--- src/rtl/lb_pkg.sv ---
// Shared definitions for the local-bus serial link: default frame width,
// bit-order selectors and the receive-side state encoding.
package lb_pkg;

    localparam int LB_RX_DATA_W_DEF = 12;

    localparam bit LB_LSB_FIRST = 1'b0;
    localparam bit LB_MSB_FIRST = 1'b1;

    typedef enum logic {
        RX_IDLE = 1'b0,
        RX_RECV = 1'b1
    } rx_state_e;

endpackage

--- src/rtl/lb_deser_rx_if.sv ---
// Bus bundle between the serial receive deserialiser and its consumer.
// The master drives the serial stream and the acknowledge; the slave is the deserialiser.
interface lb_deser_rx_if #(
    parameter int DATA_W = lb_pkg::LB_RX_DATA_W_DEF
);
    localparam int CNT_W = $clog2(DATA_W);

    logic              data_in;
    logic              shift;
    logic              clear;
    logic              data_ack;
    logic [DATA_W-1:0] data_out;
    logic              data_valid;
    logic              busy;
    logic [CNT_W-1:0]  bit_cnt;
    logic              overrun;

    modport master (
        output data_in, shift, clear, data_ack,
        input  data_out, data_valid, busy, bit_cnt, overrun
    );

    modport slave (
        input  data_in, shift, clear, data_ack,
        output data_out, data_valid, busy, bit_cnt, overrun
    );

endinterface

--- src/rtl/lb_shift_core.sv ---
// Parametrised shift register with strobe and synchronous clear, usable for
// either bit order. Exposes the post-shift value so callers can capture it on the same edge.
module lb_shift_core
    import lb_pkg::*;
#(
    parameter int DATA_W    = LB_RX_DATA_W_DEF,
    parameter bit MSB_FIRST = LB_LSB_FIRST
) (
    input  logic              clk,
    input  logic              reset,
    input  logic              shift,
    input  logic              clear,
    input  logic              data_in,
    output logic [DATA_W-1:0] shreg_nxt
);

    logic [DATA_W-1:0] shreg;

    generate
        if (MSB_FIRST) begin : g_msb_first
            assign shreg_nxt = {shreg[DATA_W-2:0], data_in};
        end else begin : g_lsb_first
            assign shreg_nxt = {data_in, shreg[DATA_W-1:1]};
        end
    endgenerate

    // NOTE: flops use non-blocking assignments so every register samples pre-edge values.
    always_ff @(posedge clk or negedge reset) begin
        if (!reset) begin
            shreg <= '0;
        end else if (clear) begin
            shreg <= '0;
        end else if (shift) begin
            shreg <= shreg_nxt;
        end
    end

endmodule

--- src/rtl/lb_deser_rx.sv ---
// Serial-to-parallel receive deserialiser: counts strobed bits into frames and
// offers each completed frame over a valid/ack handshake with sticky overrun.
module lb_deser_rx
    import lb_pkg::*;
#(
    parameter int DATA_W    = LB_RX_DATA_W_DEF,
    parameter bit MSB_FIRST = LB_LSB_FIRST
) (
    input logic          clk,
    input logic          reset,
    lb_deser_rx_if.slave bus
);

    localparam int               CNT_W    = $clog2(DATA_W);
    localparam logic [CNT_W-1:0] LAST_BIT = CNT_W'(DATA_W - 1);

    logic [DATA_W-1:0] shreg_nxt;
    logic [CNT_W-1:0]  bit_cnt;
    logic [CNT_W-1:0]  bit_cnt_nxt;
    logic              frame_done;
    rx_state_e         state;

    lb_shift_core #(
        .DATA_W    (DATA_W),
        .MSB_FIRST (MSB_FIRST)
    ) u_shift_core (
        .clk       (clk),
        .reset     (reset),
        .shift     (bus.shift),
        .clear     (bus.clear),
        .data_in   (bus.data_in),
        .shreg_nxt (shreg_nxt)
    );

    // The bit counter is the state: zero is IDLE, anything else is RECV.
    always_ff @(posedge clk or negedge reset) begin
        if (!reset) begin
            bit_cnt <= '0;
        end else begin
            bit_cnt <= bit_cnt_nxt;
        end
    end

    // NOTE: every output of a combinational block gets a default first so no latch is inferred.
    always_comb begin
        bit_cnt_nxt = bit_cnt;
        frame_done  = 1'b0;
        if (bus.clear) begin
            bit_cnt_nxt = '0;
        end else if (bus.shift) begin
            if (bit_cnt == LAST_BIT) begin
                bit_cnt_nxt = '0;
                frame_done  = 1'b1;
            end else begin
                bit_cnt_nxt = bit_cnt + CNT_W'(1);
            end
        end
    end

    always_comb begin
        state       = (bit_cnt == '0) ? RX_IDLE : RX_RECV;
        bus.busy    = (state == RX_RECV);
        bus.bit_cnt = bit_cnt;
    end

    // A completing frame always wins over an ack, so the newest word stays offered.
    always_ff @(posedge clk or negedge reset) begin
        if (!reset) begin
            bus.data_out   <= '0;
            bus.data_valid <= 1'b0;
            bus.overrun    <= 1'b0;
        end else begin
            if (frame_done) begin
                bus.data_out <= shreg_nxt;
            end

            if (frame_done) begin
                bus.data_valid <= 1'b1;
            end else if (bus.data_ack) begin
                bus.data_valid <= 1'b0;
            end

            if (bus.clear) begin
                bus.overrun <= 1'b0;
            end else if (frame_done && bus.data_valid && !bus.data_ack) begin
                bus.overrun <= 1'b1;
            end
        end
    end

endmodule

--- src/flat_wrapper.sv ---
// flat-port wrapper written by rule: the top's interface ports become plain ports
module lb_deser_rx_flat import lb_pkg::*;
#(
    parameter int DATA_W    = LB_RX_DATA_W_DEF,
    parameter bit MSB_FIRST = LB_LSB_FIRST
)
  (clk, reset, bus_data_in, bus_shift, bus_clear, bus_data_ack, bus_data_out, bus_data_valid, bus_busy, bus_bit_cnt, bus_overrun);
  lb_deser_rx_if #(.DATA_W(DATA_W)) bus_i ();
  input logic clk;
  input logic reset;
  input wire logic [$bits(bus_i.data_in)-1:0] bus_data_in;
  input wire logic [$bits(bus_i.shift)-1:0] bus_shift;
  input wire logic [$bits(bus_i.clear)-1:0] bus_clear;
  input wire logic [$bits(bus_i.data_ack)-1:0] bus_data_ack;
  output wire logic [$bits(bus_i.data_out)-1:0] bus_data_out;
  output wire logic [$bits(bus_i.data_valid)-1:0] bus_data_valid;
  output wire logic [$bits(bus_i.busy)-1:0] bus_busy;
  output wire logic [$bits(bus_i.bit_cnt)-1:0] bus_bit_cnt;
  output wire logic [$bits(bus_i.overrun)-1:0] bus_overrun;
  assign bus_i.data_in = bus_data_in;
  assign bus_i.shift = bus_shift;
  assign bus_i.clear = bus_clear;
  assign bus_i.data_ack = bus_data_ack;
  assign bus_data_out = bus_i.data_out;
  assign bus_data_valid = bus_i.data_valid;
  assign bus_busy = bus_i.busy;
  assign bus_bit_cnt = bus_i.bit_cnt;
  assign bus_overrun = bus_i.overrun;
  lb_deser_rx #(.DATA_W(DATA_W), .MSB_FIRST(MSB_FIRST)) u_core (.clk(clk), .reset(reset), .bus(bus_i));
endmodule
--- config.mk ---
export PLATFORM = sky130hd
export DESIGN_NAME = lb_deser_rx_flat
export DESIGN_NICKNAME = d
export VERILOG_FILES = /design/src/rtl/lb_pkg.sv /design/src/rtl/lb_deser_rx_if.sv /design/src/rtl/lb_shift_core.sv /design/src/rtl/lb_deser_rx.sv /design/src/flat_wrapper.sv
export SDC_FILE = /design/constraint.sdc
export NUM_CORES = 1
export LEC_CHECK = 0
export BUFFER_PORTS_ARGS = -buffer_cell sky130_fd_sc_hd__buf_4
export CAP_MARGIN = 10
export CORE_MARGIN = 4
export CORE_UTILIZATION = 35
export DETAILED_ROUTE_END_ITERATION = 6
export GPL_TIMING_DRIVEN = 0
export HOLD_SLACK_MARGIN = 0.02
export PLACE_DENSITY_LB_ADDON = 0.25
export SLEW_MARGIN = 25
export SYNTH_ARGS = -nofsm -noshare
export SYNTH_HDL_FRONTEND = slang
export SYNTH_SLANG_ARGS = --single-unit
--- constraint.sdc ---
create_clock -name clk -period 2.4 [get_ports clk]
set_clock_uncertainty 0.15 [all_clocks]
set_input_delay 0.6 -clock clk [delete_from_list [all_inputs] [get_ports clk]]
set_output_delay 0.6 -clock clk [all_outputs]
set_load 0.01 [all_outputs]
* Word level (Yosys, flattened, before mapping) *
Cells that the tools add are included.

word-level totals
  bits in registers = 30
  output and inout bits = 19
  word-level logic and storage cells = 27

cells by class
  add/sub/neg operators = 1
  eq/ne operators = 1
  multiplexer cells = 13
  reduce and logical (&&, ||, !) cells = 7

operators with widths
  kind                                         count
  2-to-1 mux 12 bit                            2
  2-to-1 mux 4 bit                             3
  2-to-1 mux 1 bit                             8
  nonzero test 2 bit                           3
  adder 4 x 1 -> 4 bit, second input constant  1
  == test 4 bit, second input constant         1
  zero test 4 bit                              1
  logical AND 1 bit                            2
  zero test 1 bit                              1

* Longest topological paths before layout *
Gate-level depths: netlist (run 1).

  depth in word-level cells = 8
  gate-level depth with buffers = 5
  mapped depth without buffers = 4

* Hierarchy *
From an unflattened synthesis (run 1), not the netlist that was laid out.

unflattened totals
  cell total of the unflattened synthesis = 94
  area, all modules = 1228.7 um^2

modules (own cells, without submodules)
  module         times used  cells an instance  area an instance (um^2)
  lb_deser_rx    1           58                 779.5
  lb_shift_core  1           36                 449.2

* Least setup slack after synthesis (run 1) *
Ideal clock, no wire load.

  path type = input-to-reg
  start point = input bus_shift
  end point = register u_core.bus.data_out[0]
  data arrival time = 1511 ps
  path slack = 614 ps
  cell stages on the path = 5
  buffers on the path = 2
  path through = buf_6 -> nand2_4 -> nor3_4 -> buf_6 -> mux2_4

between the ends
  word-level cells in the longest chain between the ends = 2

ends and longest elaborated chain
  what                  RTL line              source
  from (decl)           flat_wrapper.sv:12    input wire logic [$bits(bus_i.shift)-1:0] bus_shift;
  2-to-1 mux 1 bit      lb_deser_rx.sv:50     end else if (bus.shift) begin
  2-to-1 mux 1 bit      lb_deser_rx.sv:48     if (bus.clear) begin
  to (signal assigned)  lb_deser_rx.sv:74     bus.data_out <= shreg_nxt;
  to (decl)             lb_deser_rx_if.sv:25  output data_out, data_valid, busy, bit_cnt, overrun

Every way passes these cells.
A chain may end at the register's enable or synchronous reset.

* Worst setup path after layout (run 1) *
  start point = register u_core.bit_cnt[0], in the netlist u_core.bus.bit_cnt[0]
  end point = output bus_busy

between the ends
  word-level cells in the longest chain between the ends = 2

ends and longest elaborated chain
  what                    RTL line            source
  from (decl)             lb_deser_rx.sv:18   logic [CNT_W-1:0] bit_cnt;
  from (signal assigned)  lb_deser_rx.sv:40   bit_cnt <= bit_cnt_nxt;
  zero test 4 bit         lb_deser_rx.sv:61   state = (bit_cnt == '0) ? RX_IDLE : RX_RECV;
  2-to-1 mux 1 bit        lb_deser_rx.sv:61
  to (decl)               flat_wrapper.sv:17  output wire logic [$bits(bus_i.busy)-1:0] bus_busy;

Every way passes these cells.

==> metrics.txt, run 1 <==
count of cell types in the netlist=21; area delta synth->final=24.4%; clock transition at the registers of the reported paths=0.11 ns; Max Freq=0.506 GHz; max-slew violation count=0; pwr/cell area=621 mW/mm^2; DRC=0; Initial Utilization=37.0%; relative slew slack=71.1%; GR Overflow Total=0; XOR/XNOR Fraction of Synth Area=0%; CP Data Required Time=1.65 ns; register area=726 um^2; net count reported at finish=132; dpl cell area=0.00149 mm^2; Ys Warns=0; Finished Core Util=46.0%; TritonRoute pass-1 iters=4; dpl hpwl=1510 um; post-route cell area=0.00157 mm^2; core region area=0.00342 mm^2; initial antenna violation count=0; fill count=336; HP Class=in -> async; Final Cycle Share=82.3%; Synth area leaders=dfrtp_1 (57%), mux2i_1 (10%), mux2_4 (9.5%), nor2_1 (4.2%), mux2_2 (3.6%); #FFs+latches synth=29; vias=794; die area=0.00464 mm^2; DRT iter0 DRCs=35; CTS Root Cell=clkbuf_4; mux contribution to synthesized area=23.4%; final setup vio count=0; drt total wl=2260 um; Synth top area share=57.4%; Cells after DPL=163; post-synth design cell area=0.00126 mm^2; VDD IR max=426 uV; post-synth top area cell=dfrtp_1; WS Path Type=reg -> out; Seq/Total Area, Yosys=57.4%; simple-gate share of the synthesized area=8.71%; layout cells sized above 1=37.6%; max cap viols=0; internal power=764 uW; vias in the first global route=866; CP max stage cell=dfrtp_1; Leak=0.000840 uW; worst path cell trace=inv_1 -> ha_1 -> nand2_1 -> buf_4; total power=975 uW; RSZ-0062 raised after global routing=false; Ports=25; GP Congestion=0.714; Clock Latency Late Sink=0.33 ns; Avg Inst Size Synth=13.3 um^2; status=finished, final reports clean; antenna viol nets, final=0; Fin Setup TNS=0 ns; Post-CTS Setup Repair Bufs=0; peak fanout along the critical path=6; Hold Buf Count CTS=0; Switching Share=21.7%; crit end category=output port; cts repair resizes=0; largest net degree at the start of global routing=30; footprint of the multi-input gates=483 um^2; Clock H-tree levels=2; CTS Sinks=29; r2r setup slk=0.47 ns; CP bufs+invs=2; post-synthesis net count=103; final non-filler cell total=171; PortBufs=22; slowest stage delay, CP=0.45 ns; row cnt=21; WL/cell=13.2 um; die span in y=68.1 um; Die Wd=68.1 um; CTS Buf Count=5; Comb power frac=5.6%; Setup crit start kind=flip-flop; Tot GR Track Use=11.4%; TritonCTS clock tree=built; Arr. time, crit path=1.22 ns; Gate Count Post-Synth=95; Via density=4.64; fin crit period=1.97 ns; switching pwr=211 uW; largest family of logic cells by synthesized area=multiplexers; final count of hold timing violations=0; actual slew at the worst max-slew pin=0.433 ns; Clock power frac=43.3%; Clock Path Buffers=2; compound-gate portion of the synthesized area=4.16%; Antenna diodes=0; CP top delay family=flip-flops; Seq pwr share=51.1%; adder-cell share of the synthesized area=1.98%; first-pass GRT wire length=3940 um
[power by group through the flow]
stage / sequential (uW) / clock, uW / combinational, uW
finish: 498 / 422 / 54.8
detailed placement: 508 / 0 / 55.8
global placement: 508 / 0 / 55.7
global route: 500 / 459 / 63.1
CTS: 498 / 434 / 56.4
floorplan: 508 / 0 / 28.8
[synth_stat cells, drive strengths merged]
master	number
a21boi	1
buf	4
inv	5
nand2	3
a21o	1
nor3	1
nand2b	2
dfrtp	29
a21oi	2
and4b	1
mux2i	13
o21ai	2
ha	2
o211ai	1
mux2	12
nor2	14
clkbuf	1
a32o	1
[cell usage in the layout (no fill, tap or decap)]
master / Yosys / routed
ha_1: 2 / 2
nand2b_1: 2 / 2
mux2_4: 8 / 8
a32o_1: 1 / 1
nor3_4: 1 / 1
and4b_1: 1 / 1
o211ai_1: 1 / 1
clkbuf_8: 0 / 1
buf_4: 0 / 22
o21ai_0: 2 / 2
buf_2: 2 / 2
inv_1: 5 / 5
clkbuf_4: 0 / 5
nand2_1: 2 / 2
dfrtp_1: 29 / 29
a21o_1: 1 / 1
a21boi_0: 1 / 1
bufinv_16: 0 / 1
mux2i_1: 13 / 13
nand2_4: 1 / 1
nor2_1: 14 / 14
buf_6: 2 / 2
mux2_2: 4 / 4
clkbuf_1: 1 / 2
a21oi_1: 2 / 2
[layer usage]
| metal | GRT usage, % | vias up | wire length, um |
|---|---|---|---|
| li1 | - | 378 | - |
| met1 | 14.1 | 394 | 1040 |
| met2 | 18.5 | 17 | 1060 |
| met3 | 2.96 | 5 | 118 |
| met4 | 5.21 | 0 | 41 |
| met5 | 0 | - | 0 |
[registers in the layout, indices dropped and copies added, names as in the netlist]
| name | flops |
|---|---|
| u_core.u_shift_core.shreg | 11 |
| u_core.bus.bit_cnt | 4 |
| u_core.bus.data_out | 12 |
| u_core.bus.data_valid | 1 |
| u_core.bus.overrun | 1 |
[cell families (layout without fill, tap and decap cells)]
| kind of cell | count (synthesis) | after routing |
|---|---|---|
| buffers and inverters | 10 | 40 |
| multiplexers | 25 | 25 |
| AND/OR/NAND/NOR | 21 | 21 |
| flip-flops | 29 | 29 |
| adder cells (fa/ha/maj) | 2 | 2 |
| AO/OA/AOI/OAI | 8 | 8 |
[worst register-to-register path, delay by kind of cell, from the launching register on]
kind                     cells  cell delay [ns]
adder cells (fa/ha/maj)      1             0.27
multiplexers                 1             0.31
buffers and inverters        1             0.23
AND/OR/NAND/NOR              2             0.41
flip-flops                   1             0.45
[worst paths after layout]
kind	from	end	cells after the start
setup / recovery	u_core.bus.bit_cnt[0]	bus_busy	4
hold / removal	reset	u_core.bus.bit_cnt[0]	1
setup reg to reg	u_core.bus.bit_cnt[0]	u_core.bus.data_out[1]	5
hold reg to reg	u_core.u_shift_core.shreg[1]	u_core.bus.data_out[0]	1
max in group asynchronous	reset	u_core.bus.data_out[11]	1
min in group clk	u_core.u_shift_core.shreg[1]	u_core.bus.data_out[0]	1
[area by class of cell]
class | instances | area share (%)
Sequential cell | 29 | 46.2
Multi-Input combinational cell | 56 | 30.7
Timing Repair Buffer | 22 | 10.5
Tap cell | 46 | 3.66
Clock buffer | 7 | 3.50
Buffer | 5 | 2.31
Clock inverter | 1 | 1.91
Inverter | 5 | 1.19
[stage by stage]
stage,worst slack [ns],hold slack (ns)
after floorplan,0.614,0.154
after global placement,0.482,0.324
after detailed placement,0.456,0.339
after CTS,0.405,0.0206
after global routing,0.307,0.0348
final,0.426,0.0190
No activity file was read; power rests on OpenSTA's default activity.
==> run 2: changes to the inputs <==
ABC_AREA = 1   (was default)
clock period = 1.89 ns   (was 2.4 ns; I/O delays follow)
==> run 2 against run 1 <==
Combinational power rose by 44%. Clock power grew 27%. Sequential power up 26%. Synthesized cell count increased by 21%. Area after synthesis decreased by 4.3%. Routed wire length up 7.1%. Count of clock-buffer cells in the layout unchanged. Final area down 0.88%. Die area shrank 3.8%. Register-to-register slack worse by 0.12 ns. Non-clock buffer count is 4 higher. Critical endpoint unchanged.
==> metrics.txt, run 2 <==
CTS Root Cell=clkbuf_4 (unchanged); WS Path Type=reg -> out (unchanged); Initial Utilization=36.3% (was 37.0%); initial antenna violation count=0 (unchanged); r2r setup slk=0.35 ns (was 0.47 ns); GP Congestion=0.775 (was 0.714); Final Hold Slack=0.156 ns (was 0.0190 ns); Arr. time, crit path=1.18 ns (was 1.22 ns); hold path depth=2; final setup vio count=0 (unchanged); first-pass GRT wire length=4100 um (was 3940 um); layout cells sized above 1=37.3% (was 37.6%); crit end category=output port (unchanged); RSZ-0062 raised after global routing=false (unchanged); drt total wl=2420 um (was 2260 um); post-synthesis net count=123 (was 103); PortBufs=24 (was 22); top cells by count, synth=dfrtp_1 (29), nand2_1 (21), inv_1 (18) (was dfrtp_1 (29), nor2_1 (14), mux2i_1 (13)); Gate Count Post-Synth=115 (was 95); post-synth top area cell=dfrtp_1 (unchanged); die span in y=66.8 um (was 68.1 um); Ports=25 (unchanged); vias=902 (was 794); net count reported at finish=157 (was 132); FFs w/ async S/R, synth=100% (unchanged); mux contribution to synthesized area=0% (was 23.4%); Clock Path Buffers=2 (unchanged); actual slew at the worst max-slew pin=0.376 ns (was 0.433 ns); number of synthesized flops with an enable pin=0 (unchanged); worst reg2reg endpoint=u_core.bus.data_out[8] (was u_core.bus.data_out[1]); dpl hpwl=1640 um (was 1510 um); GR Overflow Total=0 (unchanged); Tot GR Track Use=12.6% (was 11.4%); total power=1240 uW (was 975 uW); number of flip-flops in the largest register=12 (unchanged); Fin Setup TNS=0 ns (unchanged); TritonCTS clock tree=built (unchanged); status=finished, final reports clean (unchanged); Leak=0.000779 uW (was 0.000840 uW); DRC=0 (unchanged); antenna viol nets, final=0 (unchanged); Top FF cell, synth=dfrtp_1 (unchanged); Final Cycle Share=95.5%; Seq/Total Area, Yosys=60.0% (was 57.4%); simple-gate share of the synthesized area=12.3% (was 8.71%); peak fanout along the critical path=3 (was 6); DRT iter0 DRCs=50 (was 35); XOR/XNOR Fraction of Synth Area=0% (unchanged); Hold Path End=u_core.bus.bit_cnt[2]; Clock Latency Late Sink=0.33 ns (about the same); Synth top area share=60.0% (was 57.4%); pwr/cell area=797 mW/mm^2 (was 621 mW/mm^2); compound-gate portion of the synthesized area=16.8% (was 4.16%); largest net degree at the start of global routing=30 (unchanged); final count of hold timing violations=0 (unchanged); most frequent cells in the layout=dfrtp_1 (29), buf_4 (26), nand2_1 (21), inv_1 (18), o21ai_2 (13) (was dfrtp_1 (29), buf_4 (22), nor2_1 (14), mux2i_1 (13), mux2_4 (8)); Setup crit start kind=flip-flop (unchanged); max-slew violation count=0 (unchanged); worst hold start=bus_clear; #FFs+latches synth=29 (unchanged); Avg Inst Size Synth=10.5 um^2 (was 13.3 um^2); Ys Warns=0 (unchanged); Antenna diodes=0 (unchanged); Reg with most FFs=u_core.bus.data_out (unchanged); largest family of logic cells by synthesized area=compound AO/OA/AOI/OAI gates (was multiplexers); commonest non-fill, non-tap cell in the layout=dfrtp_1 (unchanged); post-synth design cell area=0.00121 mm^2 (was 0.00126 mm^2); Via density=4.60 (was 4.64); Clock H-tree levels=2 (unchanged); Die Wd=66.8 um (was 68.1 um); pre-CTS WS=0.366 ns (was 0.456 ns); CTS Sinks=29 (unchanged); top-count cell post-synth=dfrtp_1 (unchanged); Final WS setup=0.0851 ns (was 0.426 ns); clock transition at the registers of the reported paths=0.09 ns (was 0.11 ns); vias in the first global route=861 (was 866); Reg-to-Reg Start=u_core.bus.bit_cnt[0] (unchanged); count of cell types in the netlist=18 (was 21); Largest regs=u_core.bus.data_out: 12 flops, u_core.u_shift_core.shreg: 11 flops, u_core.bus.bit_cnt: 4 flops (unchanged); Max Freq=0.554 GHz; CP Data Required Time=1.27 ns (was 1.65 ns); core region area=0.00334 mm^2 (was 0.00342 mm^2); TritonRoute pass-1 iters=4 (unchanged); WL/cell=12.4 um (was 13.2 um); relative slew slack=75.0% (was 71.1%); max cap viols=0 (unchanged); area delta synth->final=28.7% (was 24.4%); HP Class=in -> reg (was in -> async); adder-cell share of the synthesized area=2.07% (was 1.98%); R2R cell count=8 (was 5); row cnt=21 (unchanged); die area=0.00446 mm^2 (was 0.00464 mm^2); Synth area leaders=dfrtp_1 (60%), o21ai_2 (9.4%), nand2_1 (6.5%), o22ai_1 (5.7%), inv_1 (5.6%) (was dfrtp_1 (57%), mux2i_1 (10%), mux2_4 (9.5%), nor2_1 (4.2%), mux2_2 (3.6%)); VDD IR max=361 uV (was 426 uV); CTS Buf Count=5 (unchanged); fin crit period=1.80 ns
run 2: repair_timing:
action | 4_1_cts | 5_1_grt
setup buffers | 1 | 1
cloned | 0 | 0
hold endpoints to repair | 29 | 0
resized for setup | 0 | 0
endpoints found under the setup margin | 1 | 1
hold buffers | 1 | 0
run 2: critical path, cell delays in order, from the launching register on:
cell and delay [ns]:
dfrtp_1 0.39, inv_1 0.09, ha_1 0.16, nand3_1 0.07, buf_4 0.14
run 2: worst max path at each step:
stage,start,endpoint
floorplan,u_core.bus.bit_cnt[0],bus_busy
global placement,u_core.bus.bit_cnt[0],bus_busy
detailed placement,u_core.bus.bit_cnt[0],bus_busy
CTS,u_core.bus.bit_cnt[1],bus_busy
global route,u_core.bus.bit_cnt[0],bus_busy
finish,u_core.bus.bit_cnt[0],bus_busy
run 2: area by class of cell:
| class | count | area (um^2) |
|---|---|---|
| buffer | 4 | 32.5 |
| fill | 327 | 1780 |
| clock inverter | 1 | 30.0 |
| inverter | 20 | 75.1 |
| tap | 46 | 57.6 |
| sequential | 29 | 726 |
| clock buffer | 7 | 55.1 |
| timing repair buffer | 27 | 205 |
| multi-input combinational | 62 | 377 |
run 2: per-stage QoR:
stage,cells,util (%),area [um^2]
2_1_floorplan,115,-,1210
6_report,196,46.7,1560
4_1_cts,195,46.5,1550
5_1_grt,196,46.7,1560
3_3_place_gp,185,43.4,1450
3_5_place_dp,185,43.4,1450
run 2: metal layers:
layer	vias up	track usage (%)	share of wire, %
met5	-	0	0
met4	0	6.85	2.8
met3	7	3.54	4.9
met2	23	19.7	48
met1	426	15.7	45
li1	446	-	-
run 2: cell families after synthesis:
logic type / after synthesis
AO/OA/AOI/OAI: 28
buffers and inverters: 24
adder cells (fa/ha/maj): 2
AND/OR/NAND/NOR: 32
flip-flops: 29
run 2: where the power goes:
part | internal, uW | switching, uW | leakage [uW] | total (uW)
sequential | 626 | 3.06 | 0.000403 | 629
combinational | 31.0 | 47.8 | 0.000330 | 78.9
clock | 316 | 218 | 0.0000455 | 534
total | 973 | 269 | 0.000779 | 1240
